==> src/rtl/tproc_pkg.sv <==
// Shared definitions for the tiny processor: opcode constants, fetch FSM
// state encoding and small arithmetic helpers used by fetch and decode.
package tproc_pkg;

  // Opcode field lives in the top byte of every 64-bit instruction word.
  localparam logic [7:0] OPC_NULL = 8'h82;  // terminates the program run
  localparam logic [7:0] OPC_HOLD = 8'h44;  // parks fetch until resume

  typedef enum logic [2:0] {
    ST_IDLE      = 3'd0,
    ST_READ      = 3'd1,
    ST_WAIT_DATA = 3'd2,
    ST_ISSUE     = 3'd3,
    ST_STALL     = 3'd4,
    ST_HOLD      = 3'd5,
    ST_DONE      = 3'd6
  } fetch_state_t;

  // Extract the opcode byte from an instruction word.
  function automatic logic [7:0] opcode_of(input logic [63:0] word);
    return word[63:56];
  endfunction

  // Increment that sticks at all-ones instead of wrapping.
  function automatic logic [15:0] sat_inc16(input logic [15:0] value);
    return (value == 16'hFFFF) ? value : value + 16'd1;
  endfunction

endpackage

==> src/rtl/instr_fetch_ctrl.sv <==
// Instruction fetch controller: walks instruction RAM from a base address,
// hands each word to the decoder with a one-cycle qualifier, and reacts to
// end-of-program / hold opcodes, downstream back-pressure and a run limit.
//
// RAM interface: fixed-latency read, no ready. mem_rd_en is a one-cycle
// request with mem_addr; mem_rdata is valid exactly one cycle later and is
// captured unconditionally in WAIT_DATA. The decoder side is push-only:
// instruction is valid only in the cycle instr_enable is high; exe_busy is
// the sole back-pressure and is sampled at ISSUE exit and in STALL.
module instr_fetch_ctrl
  import tproc_pkg::*;
(
  input  logic         clk,
  input  logic         rst,
  input  logic         start,
  input  logic [15:0]  base_addr,
  input  logic [15:0]  instr_count,
  input  logic         exe_busy,
  input  logic         resume,
  output logic         mem_rd_en,
  output logic [15:0]  mem_addr,
  input  logic [63:0]  mem_rdata,
  output logic [63:0]  instruction,
  output logic         instr_enable,
  output logic         busy,
  output logic         hold,
  output logic         done,
  output logic [15:0]  issued_count,
  output fetch_state_t state_dbg
);

  fetch_state_t state;
  fetch_state_t state_nxt;
  logic [15:0]  pc;
  logic [15:0]  count_lim;
  logic [15:0]  issued_inc;
  logic [7:0]   opcode;

  assign issued_inc = sat_inc16(issued_count);
  assign opcode     = opcode_of(instruction);
  assign state_dbg  = state;

  // State register; reset wins over every other input.
  always_ff @(posedge clk) begin
    if (rst) state <= ST_IDLE;
    else     state <= state_nxt;
  end

  // Next-state logic; ISSUE exit follows opcode, then run limit, then back-pressure.
  always_comb begin
    state_nxt = state;
    case (state)
      ST_IDLE: begin
        if (start) state_nxt = (instr_count == 16'd0) ? ST_DONE : ST_READ;
      end
      ST_READ:      state_nxt = ST_WAIT_DATA;
      ST_WAIT_DATA: state_nxt = ST_ISSUE;
      ST_ISSUE: begin
        if (opcode == OPC_NULL)            state_nxt = ST_DONE;
        else if (opcode == OPC_HOLD)       state_nxt = ST_HOLD;
        else if (issued_inc == count_lim)  state_nxt = ST_DONE;
        else if (exe_busy)                 state_nxt = ST_STALL;
        else                               state_nxt = ST_READ;
      end
      ST_STALL: begin
        if (!exe_busy) state_nxt = ST_READ;
      end
      ST_HOLD: begin
        if (resume) state_nxt = exe_busy ? ST_STALL : ST_READ;
      end
      ST_DONE:  state_nxt = ST_IDLE;
      default:  state_nxt = ST_IDLE;
    endcase
  end

  // Datapath registers: run parameters on start, data capture, issue counting.
  always_ff @(posedge clk) begin
    if (rst) begin
      pc           <= 16'h0;
      count_lim    <= 16'h0;
      issued_count <= 16'h0;
      instruction  <= 64'h0;
    end else begin
      case (state)
        ST_IDLE: begin
          if (start) begin
            pc           <= base_addr;
            count_lim    <= instr_count;
            issued_count <= 16'h0;
          end
        end
        ST_WAIT_DATA: begin
          instruction <= mem_rdata;
          pc          <= pc + 16'd1;
        end
        ST_ISSUE: issued_count <= issued_inc;
        default: ;
      endcase
    end
  end

  // Strobes decoded from state so none can assert outside its own state.
  always_comb begin
    mem_rd_en    = (state == ST_READ);
    mem_addr     = (state == ST_READ) ? pc : 16'h0;
    instr_enable = (state == ST_ISSUE);
    busy         = (state != ST_IDLE);
    hold         = (state == ST_HOLD);
    done         = (state == ST_DONE);
  end

endmodule

==> config.mk <==
export PLATFORM = sky130hd
export DESIGN_NAME = instr_fetch_ctrl
export DESIGN_NICKNAME = d
export VERILOG_FILES = /design/src/rtl/tproc_pkg.sv /design/src/rtl/instr_fetch_ctrl.sv
export SDC_FILE = /design/constraint.sdc
export NUM_CORES = 1
export LEC_CHECK = 0
export CAP_MARGIN = 20
export CORE_ASPECT_RATIO = 1.1
export CORE_MARGIN = 2
export CORE_UTILIZATION = 40
export CTS_CLUSTER_SIZE = 16
export DETAILED_ROUTE_END_ITERATION = 16
export PLACE_DENSITY_LB_ADDON = 0.15
export SETUP_SLACK_MARGIN = 0.3
export SYNTH_ARGS = -nofsm -noshare
export SYNTH_HDL_FRONTEND = slang
export SYNTH_SLANG_ARGS = --single-unit
==> constraint.sdc <==
create_clock -name clk -period 6.6 [get_ports clk]
set_input_delay 1.98 -clock clk [delete_from_list [all_inputs] [get_ports clk]]
set_output_delay 1.98 -clock clk [all_outputs]
set_load 0.005 [all_outputs]
======== After elaboration in Yosys (flattened, before gate mapping) ========
Cells that the tools add are included.
word-level totals
  input bits .............................. 101
  register bits after elaboration ......... 115
  output and inout port bits .............. 104
  logic and storage cells ................. 44
cells by class
  reduce and logical (&&, ||, !) cells .... 9
  $add $sub $neg .......................... 2
  multiplexer cells ....................... 15
  eq/ne operators ......................... 13
operators by type and width
  operator                                                          number
  16-bit 2-to-1 mux                                                 4
  16-bit case mux with 2 select lines                               2
  16-bit by 1-bit adder with 16-bit output (second input constant)  2
  3-bit 2-to-1 mux                                                  8
  3-bit case mux with 6 select lines                                1
  16-bit == test                                                    1
  16-bit == test (second input constant)                            1
  16-bit zero test                                                  1
  3-bit == test (second input constant)                             3
  8-bit by 7-bit == test with 1-bit output (second input constant)  1
  8-bit == test (second input constant)                             1
  3-bit by 2-bit == test with 1-bit output (second input constant)  2
  2-bit inequality test (second input constant)                     3
  2-bit AND reduction                                               3
  2-bit nonzero test                                                2
  3-bit by 1-bit == test with 1-bit output (second input constant)  1
  3-bit zero test                                                   1
  3-bit AND reduction                                               1
  3-bit nonzero test                                                1

======== Depth between registers and ports, before layout ========
Gate-level depths: netlist of run 1.
  depth in word-level cells ............... 7
  mapped depth ............................ 11
  gate-level depth less buffers ........... 9

======== Worst setup path after synthesis of run 1 ========
No wires, ideal clock.
  kind .................................... reg2out
  start ................................... register state[0] (netlist: state_dbg[0])
  end ..................................... output mem_addr[10]
  path buffers ............................ 2
  setup slack ............................. 3.080 ns
  cell stages (with the launch flop) ...... 5
  required time ........................... 4.620 ns
  arrival ................................. 1.540 ns
  cell sequence ........................... dfxtp_1 clkbuf_1 nor3b_1 clkbuf_1 and2_1
between the ends
  word-level cells in the longest chain between the ends .. 2
ends and longest elaborated chain
  item                                      RTL line                 source
  from (decl)                               instr_fetch_ctrl.sv:32   fetch_state_t state;
  from (signal assigned)                    instr_fetch_ctrl.sv:46   else state <= state_nxt;
  3-bit by 1-bit == test with 1-bit output  n/a
  net mem_rd_en                             instr_fetch_ctrl.sv:20   output logic mem_rd_en,
  16-bit 2-to-1 mux                         instr_fetch_ctrl.sv:105  mem_addr = (state == ST_READ) ? pc : 16'h0;
  to (decl)                                 instr_fetch_ctrl.sv:21   output logic [15:0] mem_addr,
The timed path passes the listed nets, and every way through them passes these cells.

======== Worst setup path in the final report of run 1 ========
  start ................................... register state[1] (netlist: state_dbg[1])
  end ..................................... output instr_enable
between the ends
  word-level cells in the longest chain between the ends .. 1
ends and longest elaborated chain
  item                                      RTL line                 source
  3-bit by 2-bit == test with 1-bit output  instr_fetch_ctrl.sv:106  instr_enable = (state == ST_ISSUE);
  to (decl)                                 instr_fetch_ctrl.sv:24   output logic instr_enable,
No other way between the ends.

==> results.py, run 1 <==
metrics = {
    "sta": {
        "maxSlewViolCount": 0,
        "relSlewSlack": 0.3593,
        "period_share": 0.7215,
        "setup_violations": 0,
        "min_period_ns": 4.762,
        "rsz0062_at_grt": "false",
        "max_freq_mhz": 210.0,
        "timing.hold.ws_ns": 0.4511,
        "tightest_slew_ns": 0.9568,
        "clock_skew_ns": 0.007219,
        "finalHoldViolCount": 0,
        "fin_setup_tns_ns": 0,
    },
    "clock_network": {
        "ctsResizeCount": 0,
        "h-tree-depth": 4,
        "numCtsBuffers": 17,
        "cts_tree": "done",
        "insertion_delay_ns": 0.41,
        "clk_pin_slew_worst_paths_ns": 0.06,
        "clock-sinks": 115,
        "cts_root_buffer": "clkbuf_16",
        "post_cts_buffers": 0,
        "clockBufferDepth": 2,
        "cts_hold_buf": 0,
    },
    "drt": {
        "via_count": 5989,
        "detail_route.first_pass.iterations": 5,
        "antenna_left": 0,
        "routed_wl_mm": 18.73,
        "wl_per_cell_um": 16.81,
        "post-route-drc-count": 0,
        "drt_iter0_markers": 480,
        "viasPerCell": 5.376,
    },
    "grt": {
        "grt_pass1_wl_mm": 29.04,
        "overflow": 0,
        "grt_max_degree": 76,
        "track_usage": 0.2523,
        "antenna_found_initial": 0,
        "grt_pass1_vias": 5767,
    },
    "yosys": {
        "seq_area_frac_synth": 0.4144,
        "yosysTopAreaCell": "dfxtp_1",
        "ys_ff_latch": 115,
        "yosysWarnings": 0,
        "avgSynthCellArea_um2": 7.507,
        "synth_fa_ha_area_frac": 0.004505,
        "synth_compound_area_frac": 0.2092,
        "synth_area_leaders": "dfxtp_1 41%, nand2_1 13%, a21oi_1 8.7%, nor2_1 3.4%, clkbuf_1 2.6%",
        "syn_inst": 740,
        "synth-xor-area-share": 0.02523,
        "yosys.area.top_type_share": 0.4144,
        "synth-simple-area-share": 0.2881,
        "synth.net_count": 843,
        "synth-edff-count": 0,
        "muxShareOfSynthArea": 0.01081,
        "synth_top_family_by_area": "simple AND/OR/NAND/NOR gates",
        "synthDistinctLibCells": 59,
        "syn_area_mm2": 0.005555,
        "async_flop_share": 0,
        "synthFlopType": "dfxtp_1",
    },
    "placement": {
        "dp_hpwl_mm": 13.21,
        "place.gp.congestion": 0.8968,
        "io_buffers": 204,
    },
    "floorplanning": {
        "initial_core_util": 0.4060,
        "core_mm2": 0.01368,
        "die_x_um": 116.4,
        "die_y_um": 127.6,
        "io_pins": 205,
        "std_cell_rows": 45,
        "die_area_mm2": 0.01485,
    },
    "setup_path": {
        "crit_chain": "nand3_1 -> inv_1 -> clkdlybuf4s50_1",
        "worstPathRequired_ns": 4.62,
        "r2r-end": "state_dbg[1]$_SDFFE_PP0P_",
        "critical_path.slowest_cell": "dfxtp_1",
        "critPathCaptureType": "primary output",
        "worstSetupEndpoint": "instr_enable",
        "rr_startpoint": "issued_count[0]$_SDFFE_PP0P_",
        "ff2ff_setup_slack_ns": 3.29,
        "critPathLaunchType": "register",
        "path_max_fanout": 16,
        "r2r_cells": 10,
        "startpoint": "state_dbg[1]$_SDFFE_PP0P_",
        "critPathMaxStageDelay_ns": 0.65,
        "critical_path_class": "register to primary output",
        "cp.arrival_ns": 2.78,
    },
    "layout": {
        "final_nets": 1016,
        "layout_common_cells": "203 x clkdlybuf4s50_1, 193 x nand2_1, 115 x dfxtp_1, 97 x a21oi_1, 51 x nor2_1",
        "syn2layout_area_growth_pct": 48.47,
        "diodes": 0,
        "layout_commonest_cell": "clkdlybuf4s50_1",
        "layout-drive-gt1-share": 0.05400,
    },
    "power": {
        "powerDensity_mw_per_mm2": 243.9,
        "max-vdd-ir-drop_mv": 0.1645,
        "leakagePower_nw": 2.797,
    },
    "run": {
        "cap_viol_max_count": 0,
    },
    "outcome": {
        "status": "complete, no violations",
    },
    "min_path": {
        "hold_class": "register to register",
    },
}
[cells in the mapped netlist, drive strengths merged (2+ instances only)]
master   number
nor4          9
nand2       195
dfxtp       115
o41ai         2
o21ai        27
a221oi        3
o31ai         2
clkbuf       38
o211ai        5
nor3b         4
mux2i         6
or3           3
a311oi       11
a31oi         8
xnor2        12
nor2b         2
inv           7
nand3        14
nand2b        4
and2         20
a211oi       11
a2111oi       6
and3         10
buf          18
nand4        12
nor2         51
and4          5
xor2          4
nor3         14
ha            2
a22oi         5
a21oi        98
[layer usage]
| metal | vias to the layer above | GRT usage | part of all wire |
|---|---|---|---|
| li1 | 2937 | - | - |
| met1 | 2786 | 0.2877 | 0.39 |
| met2 | 221 | 0.4152 | 0.49 |
| met3 | 45 | 0.09013 | 0.074 |
| met4 | 0 | 0.1246 | 0.036 |
| met5 | - | 0 | 0 |
[state kept, by name, indices dropped and copies added (netlist names)]
register and flops:
count_lim 16, instruction 64, pc 16, state_dbg 3, issued_count 16
[power by group]
group          internal [W]  total (W)  switching, W
clock              0.000604   0.000941      0.000338
sequential         0.000735   0.000773     0.0000380
combinational      0.000155   0.000297      0.000143
total               0.00149    0.00201      0.000519
[kinds of logic after synthesis]
kind of cell | count (synthesis)
buffers and inverters | 63
DFF | 115
and+or+nand+nor | 350
adders and majority gates | 2
AOI/OAI and AO/OA | 188
muxes | 6
xor gates and xnor gates | 16
[through the flow]
step	cells	power [W]	setup WS, ns	instance area (um^2)	utilization
final	1114	0.002012	1.838	8248	0.6028
after global routing	1114	0.002094	1.673	8248	0.6028
after CTS	1114	0.002027	1.885	8248	0.6028
after detailed placement	1082	0.001083	2.362	7645	0.5588
after global placement	1082	0.001075	2.486	7645	0.5588
after floorplan	740	0.0009189	3.080	5555	-
[layout make-up]
type | count | area, um^2
Clock buffer | 20 | 446.7
Clock inverter | 12 | 156.4
Timing Repair Buffer | 210 | 2085
Fill cell | 1228 | 5434
Inverter | 7 | 26.28
Multi-Input combinational cell | 562 | 2997
Sequential cell | 115 | 2302
Tap cell | 188 | 235.2
[worst max-delay path: cells and delay by family (launching register included)]
family	cells	cell delay, ns
flip-flops	1	0.65
AND/OR/NAND/NOR	1	0.55
buffers and inverters	2	1.15
[worst min-delay path by stage]
stage,from,end,cells past startpoint,slack (ns)
after floorplan,count_lim[0]$_SDFFE_PP0P_,count_lim[0]$_SDFFE_PP0P_,2,0.45
after global placement,instruction[35]$_SDFFE_PP0P_,instruction[35]$_SDFFE_PP0P_,2,0.44
after detailed placement,instruction[22]$_SDFFE_PP0P_,instruction[22]$_SDFFE_PP0P_,2,0.45
after CTS,instruction[25]$_SDFFE_PP0P_,instruction[25]$_SDFFE_PP0P_,2,0.45
after global routing,instruction[10]$_SDFFE_PP0P_,instruction[10]$_SDFFE_PP0P_,2,0.47
final,instruction[12]$_SDFFE_PP0P_,instruction[12]$_SDFFE_PP0P_,2,0.45
Note: power is estimated with default switching activity, not from simulation.
==> inputs of run 2 (changes only) <==
==> constraint.sdc (replaced) <==
create_clock -name clk -period 3.9 [get_ports clk]
set_input_delay 1.17 -clock clk [delete_from_list [all_inputs] [get_ports clk]]
set_output_delay 1.17 -clock clk [all_outputs]
set_load 0.005 [all_outputs]
==> results.py, run 2 (synthesized netlist as in run 1, its figures left out) <==
metrics = {
    "outcome": {
        "status": "complete, no violations",
    },
    "layout": {
        "post-route-util": 0.6043,
        "largest_register_ffs": 64,
        "final_nets": 1022,
        "syn2layout_area_growth_pct": 48.83,
        "layout-drive-gt1-share": 0.06223,
        "top_register": "instruction",
        "diodes": 0,
        "layout_common_cells": "203 x clkdlybuf4s50_1, 193 x nand2_1, 115 x dfxtp_1, 97 x a21oi_1, 51 x nor2_1",
        "layout_commonest_cell": "clkdlybuf4s50_1",
    },
    "drt": {
        "detail_route.first_pass.iterations": 6,
        "via_count": 6002,
        "antenna_left": 0,
        "drt_iter0_markers": 413,
        "post-route-drc-count": 0,
        "viasPerCell": 5.359,
        "wl_per_cell_um": 16.26,
        "routed_wl_mm": 18.21,
    },
    "sta": {
        "max_freq_mhz": 298.4,
        "tightest_slew_ns": 0.8085,
        "setup_violations": 0,
        "fin_ws_ns": 0.5484,
        "rsz0062_at_grt": "false",
        "relSlewSlack": 0.4610,
        "period_share": 0.8594,
        "min_period_ns": 3.352,
        "fin_setup_tns_ns": 0,
        "finalHoldViolCount": 0,
        "maxSlewViolCount": 0,
        "clock_skew_ns": 0.006153,
    },
    "power": {
        "powerDensity_mw_per_mm2": 399.2,
        "power_w": 0.003300,
        "max-vdd-ir-drop_mv": 0.2826,
        "leakagePower_nw": 2.826,
    },
    "setup_path": {
        "critPathLaunchType": "register",
        "crit_chain": "nor3b_2 -> buf_4 -> and2_1 -> clkdlybuf4s50_1",
        "crit_cells": 4,
        "startpoint": "state_dbg[0]$_SDFFE_PP0P_",
        "path_max_fanout": 18,
        "critical_path.slowest_cell": "dfxtp_1",
        "r2r-end": "state_dbg[0]$_SDFFE_PP0P_",
        "ff2ff_setup_slack_ns": 0.67,
        "cp.arrival_ns": 2.18,
        "critical_path_class": "register to primary output",
        "critPathTopFamily": "buffers and inverters",
        "rr_startpoint": "issued_count[0]$_SDFFE_PP0P_",
        "critPathMaxStageDelay_ns": 0.59,
        "critPathBufInv": 2,
        "critPathCaptureType": "primary output",
        "worstPathRequired_ns": 2.73,
        "worstSetupEndpoint": "mem_addr[10]",
        "r2r_cells": 8,
    },
    "placement": {
        "place.gp.congestion": 0.8838,
        "dp_hpwl_mm": 13.17,
        "io_buffers": 204,
        "pre_cts_slack_ns": 0.4601,
    },
    "clock_network": {
        "cts_hold_buf": 0,
        "clock-sinks": 115,
        "h-tree-depth": 4,
        "numCtsBuffers": 17,
        "clockBufferDepth": 2,
        "cts_root_buffer": "clkbuf_16",
        "insertion_delay_ns": 0.41,
        "clk_pin_slew_worst_paths_ns": 0.06,
        "post_cts_buffers": 0,
        "cts_tree": "done",
    },
    "floorplanning": {
        "initial_core_util": 0.4060,
        "die_y_um": 127.6,
        "die_x_um": 116.4,
        "core_mm2": 0.01368,
        "std_cell_rows": 45,
        "die_area_mm2": 0.01485,
        "io_pins": 205,
    },
    "grt": {
        "overflow": 0,
        "track_usage": 0.2487,
        "grt_max_degree": 55,
        "grt_pass1_wl_mm": 29.03,
        "antenna_found_initial": 0,
        "grt_pass1_vias": 5971,
    },
    "min_path": {
        "min_from": "instruction[21]$_SDFFE_PP0P_",
        "hold_class": "register to register",
    },
    "run": {
        "cap_viol_max_count": 0,
    },
}
## run 2: tightest hold or removal path: stages, from the launching register on
cell and delay, ns:
dfxtp_1 0.30, nand2_1 0.05, a21oi_1 0.05
## run 2: per-stage QoR
step,std cells,instance area (um^2),hold WS [ns]
final,1120,8268,0.4548
after global routing,1120,8268,0.4713
after detailed placement,1088,7690,0.4493
after floorplan,740,5555,0.4481
after global placement,1088,7690,0.4418
after CTS,1120,8259,0.4545
## run 2: worst min-delay path by stage
stage / end / depth (start not counted)
after global placement: instruction[9]$_SDFFE_PP0P_ / 2
after CTS: instruction[21]$_SDFFE_PP0P_ / 2
after floorplan: count_lim[0]$_SDFFE_PP0P_ / 2
after detailed placement: instruction[39]$_SDFFE_PP0P_ / 2
after global routing: instruction[7]$_SDFFE_PP0P_ / 2
final: instruction[21]$_SDFFE_PP0P_ / 2
## run 2: layer usage
metal  vias up  routed length, um  global-route usage
li1       2936                  -                   -
met1      2798               7029              0.2769
met2       222               9087              0.4138
met3        46               1442             0.08681
met4         0                648              0.1324
met5         -                  0                   0
## run 2: timing repair
action	in CTS	in global routing
endpoints found under the setup margin	0	3
gates resized for setup	0	1
endpoints found under the hold margin	0	0
## run 2: area by class of cell
cell class | count | area (um^2)
inverter | 7 | 26.28
fill | 1271 | 5414
timing repair buffer | 216 | 2130
clock buffer | 18 | 439.2
tap | 188 | 235.2
sequential | 115 | 2302
multi-input combinational | 562 | 3005
clock inverter | 14 | 130.1
## run 2: power breakdown
part	switching, W	leakage [nW]	internal, W	total (W)
Clock	0.000587	0.266	0.000898	0.00148
Combinational	0.000243	1.63	0.000268	0.000511
Sequential	0.0000615	0.935	0.00124	0.00130
==> inputs of run 3 (changes only) <==
--- a/config.mk
+++ b/config.mk
@@ -8,7 +8,7 @@
 export CAP_MARGIN = 20
 export CORE_ASPECT_RATIO = 1.1
 export CORE_MARGIN = 2
-export CORE_UTILIZATION = 40
+export CORE_UTILIZATION = 41
 export CTS_CLUSTER_SIZE = 16
 export DETAILED_ROUTE_END_ITERATION = 16
 export PLACE_DENSITY_LB_ADDON = 0.15
==> results.py, run 3 (synthesized netlist as in run 1, its figures left out) <==
metrics = {
    "layout": {
        "largest_register_ffs": 64,
        "syn2layout_area_growth_pct": 47.57,
        "post-route-util": 0.6205,
        "layout-drive-gt1-share": 0.05819,
        "final_cells": 1089,
        "diodes": 0,
        "stdcell_area_mm2": 0.008198,
        "layout_commonest_cell": "clkdlybuf4s50_1",
        "layout_common_cells": "203 x clkdlybuf4s50_1, 193 x nand2_1, 115 x dfxtp_1, 97 x a21oi_1, 51 x nor2_1",
        "final_nets": 1018,
        "top_register": "instruction",
    },
    "drt": {
        "routed_wl_mm": 18.12,
        "via_count": 5985,
        "drt_iter0_markers": 525,
        "wl_per_cell_um": 16.64,
        "detail_route.first_pass.iterations": 5,
        "antenna_left": 0,
        "viasPerCell": 5.496,
        "post-route-drc-count": 0,
    },
    "clock_network": {
        "insertion_delay_ns": 0.41,
        "ctsResizeCount": 0,
        "clock-sinks": 115,
        "clk_pin_slew_worst_paths_ns": 0.06,
        "cts_hold_buf": 0,
        "h-tree-depth": 4,
        "numCtsBuffers": 17,
        "cts_tree": "done",
        "clockBufferDepth": 2,
        "cts_root_buffer": "clkbuf_16",
        "post_cts_buffers": 0,
    },
    "sta": {
        "relSlewSlack": 0.5336,
        "fin_ws_ns": 0.5491,
        "fin_setup_tns_ns": 0,
        "maxSlewViolCount": 0,
        "finalHoldViolCount": 0,
        "max_freq_mhz": 298.4,
        "min_period_ns": 3.351,
        "clock_skew_ns": 0.006827,
        "tightest_slew_ns": 0.6997,
        "rsz0062_at_grt": "false",
        "setup_violations": 0,
        "period_share": 0.8592,
    },
    "setup_path": {
        "critPathCaptureType": "primary output",
        "ff2ff_setup_slack_ns": 0.71,
        "worstPathRequired_ns": 2.73,
        "critical_path_class": "register to primary output",
        "critPathLaunchType": "register",
        "r2r-end": "state_dbg[0]$_SDFFE_PP0P_",
        "critPathTopFamily": "buffers and inverters",
        "cp.arrival_ns": 2.18,
        "rr_startpoint": "issued_count[0]$_SDFFE_PP0P_",
        "crit_cells": 3,
        "r2r_cells": 7,
        "critical_path.slowest_cell": "dfxtp_1",
        "critPathBufInv": 2,
        "crit_chain": "nand3_1 -> inv_1 -> clkdlybuf4s50_1",
        "critPathMaxStageDelay_ns": 0.61,
        "path_max_fanout": 15,
    },
    "min_path": {
        "whs_path_depth": 2,
        "hold_class": "register to register",
        "min_from": "instruction[26]$_SDFFE_PP0P_",
        "min_to": "instruction[26]$_SDFFE_PP0P_",
    },
    "floorplanning": {
        "die_y_um": 126.1,
        "core_mm2": 0.01321,
        "initial_core_util": 0.4205,
        "die_x_um": 115.0,
        "die_area_mm2": 0.01450,
        "std_cell_rows": 44,
        "io_pins": 205,
    },
    "grt": {
        "grt_pass1_vias": 5753,
        "track_usage": 0.2495,
        "grt_pass1_wl_mm": 28.92,
        "overflow": 0,
        "grt_max_degree": 61,
        "antenna_found_initial": 0,
    },
    "placement": {
        "io_buffers": 204,
        "dp_hpwl_mm": 13.04,
        "place_area_mm2": 0.007626,
        "place.gp.congestion": 0.8738,
        "pre_cts_slack_ns": 0.8431,
        "placed_cells": 1057,
    },
    "power": {
        "powerDensity_mw_per_mm2": 402.4,
        "max-vdd-ir-drop_mv": 0.2417,
        "leakagePower_nw": 2.797,
    },
    "run": {
        "cap_viol_max_count": 0,
    },
    "outcome": {
        "status": "complete, no violations",
    },
}
-- run 3: changes by cell type in the layout (fill, tap and decap cells not counted) --
cell / previous run / this run
nor4_2: 0 / 1
clkinv_4: 2 / 6
clkinvlp_4: 5 / 3
nor4_4: 1 / 0
buf_4: 13 / 9
inv_6: 4 / 2
-- run 3: worst register-to-register path, cell delays in order (launching register included) --
cell and delay, ns:
dfxtp_1 0.46, ha_1 0.43, nand4_1 0.35, or4_1 0.68, o31ai_1 0.39, nand4_1 0.21
a2111oi_4 0.32, o221ai_1 0.20
-- run 3: final cells by class --
type                       count  area, um^2
fill                        1209        5015
multi-input combinational    562        2997
sequential                   115        2302
timing repair buffer         212        2100
clock buffer                  18       439.2
tap                          161       201.4
clock inverter                14       132.6
inverter                       7       26.28
-- run 3: power breakdown --
group / internal (W) / switching, W
Combinational: 0.000264 / 0.000239
Clock: 0.000898 / 0.000592
Sequential: 0.00124 / 0.0000620
Total: 0.00241 / 0.000893
-- run 3: per-layer routing --
metal	vias up	wire length (um)	GRT usage
li1	2940	-	-
met1	2756	7235	0.2994
met2	259	8677	0.4090
met3	30	1814	0.09240
met4	0	389	0.08646
met5	-	0	0
-- run 3: how the worst max path moves through the flow --
stage	end	startpoint
4_1_cts	instr_enable	state_dbg[1]$_SDFFE_PP0P_
6_report	instr_enable	state_dbg[1]$_SDFFE_PP0P_
3_5_place_dp	state_dbg[0]$_SDFFE_PP0P_	issued_count[0]$_SDFFE_PP0P_
5_1_grt	mem_addr[0]	state_dbg[0]$_SDFFE_PP0P_
2_1_floorplan	mem_addr[10]	state_dbg[0]$_SDFFE_PP0P_
3_3_place_gp	state_dbg[1]$_SDFFE_PP0P_	issued_count[0]$_SDFFE_PP0P_
-- run 3: through the flow --
stage	hold WS [ns]	power, W
final	0.4549	0.003299
after global routing	0.4736	0.003435
after CTS	0.4575	0.003319
after detailed placement	0.4487	0.001830
after global placement	0.4414	0.001815
after floorplan	0.4481	0.001555
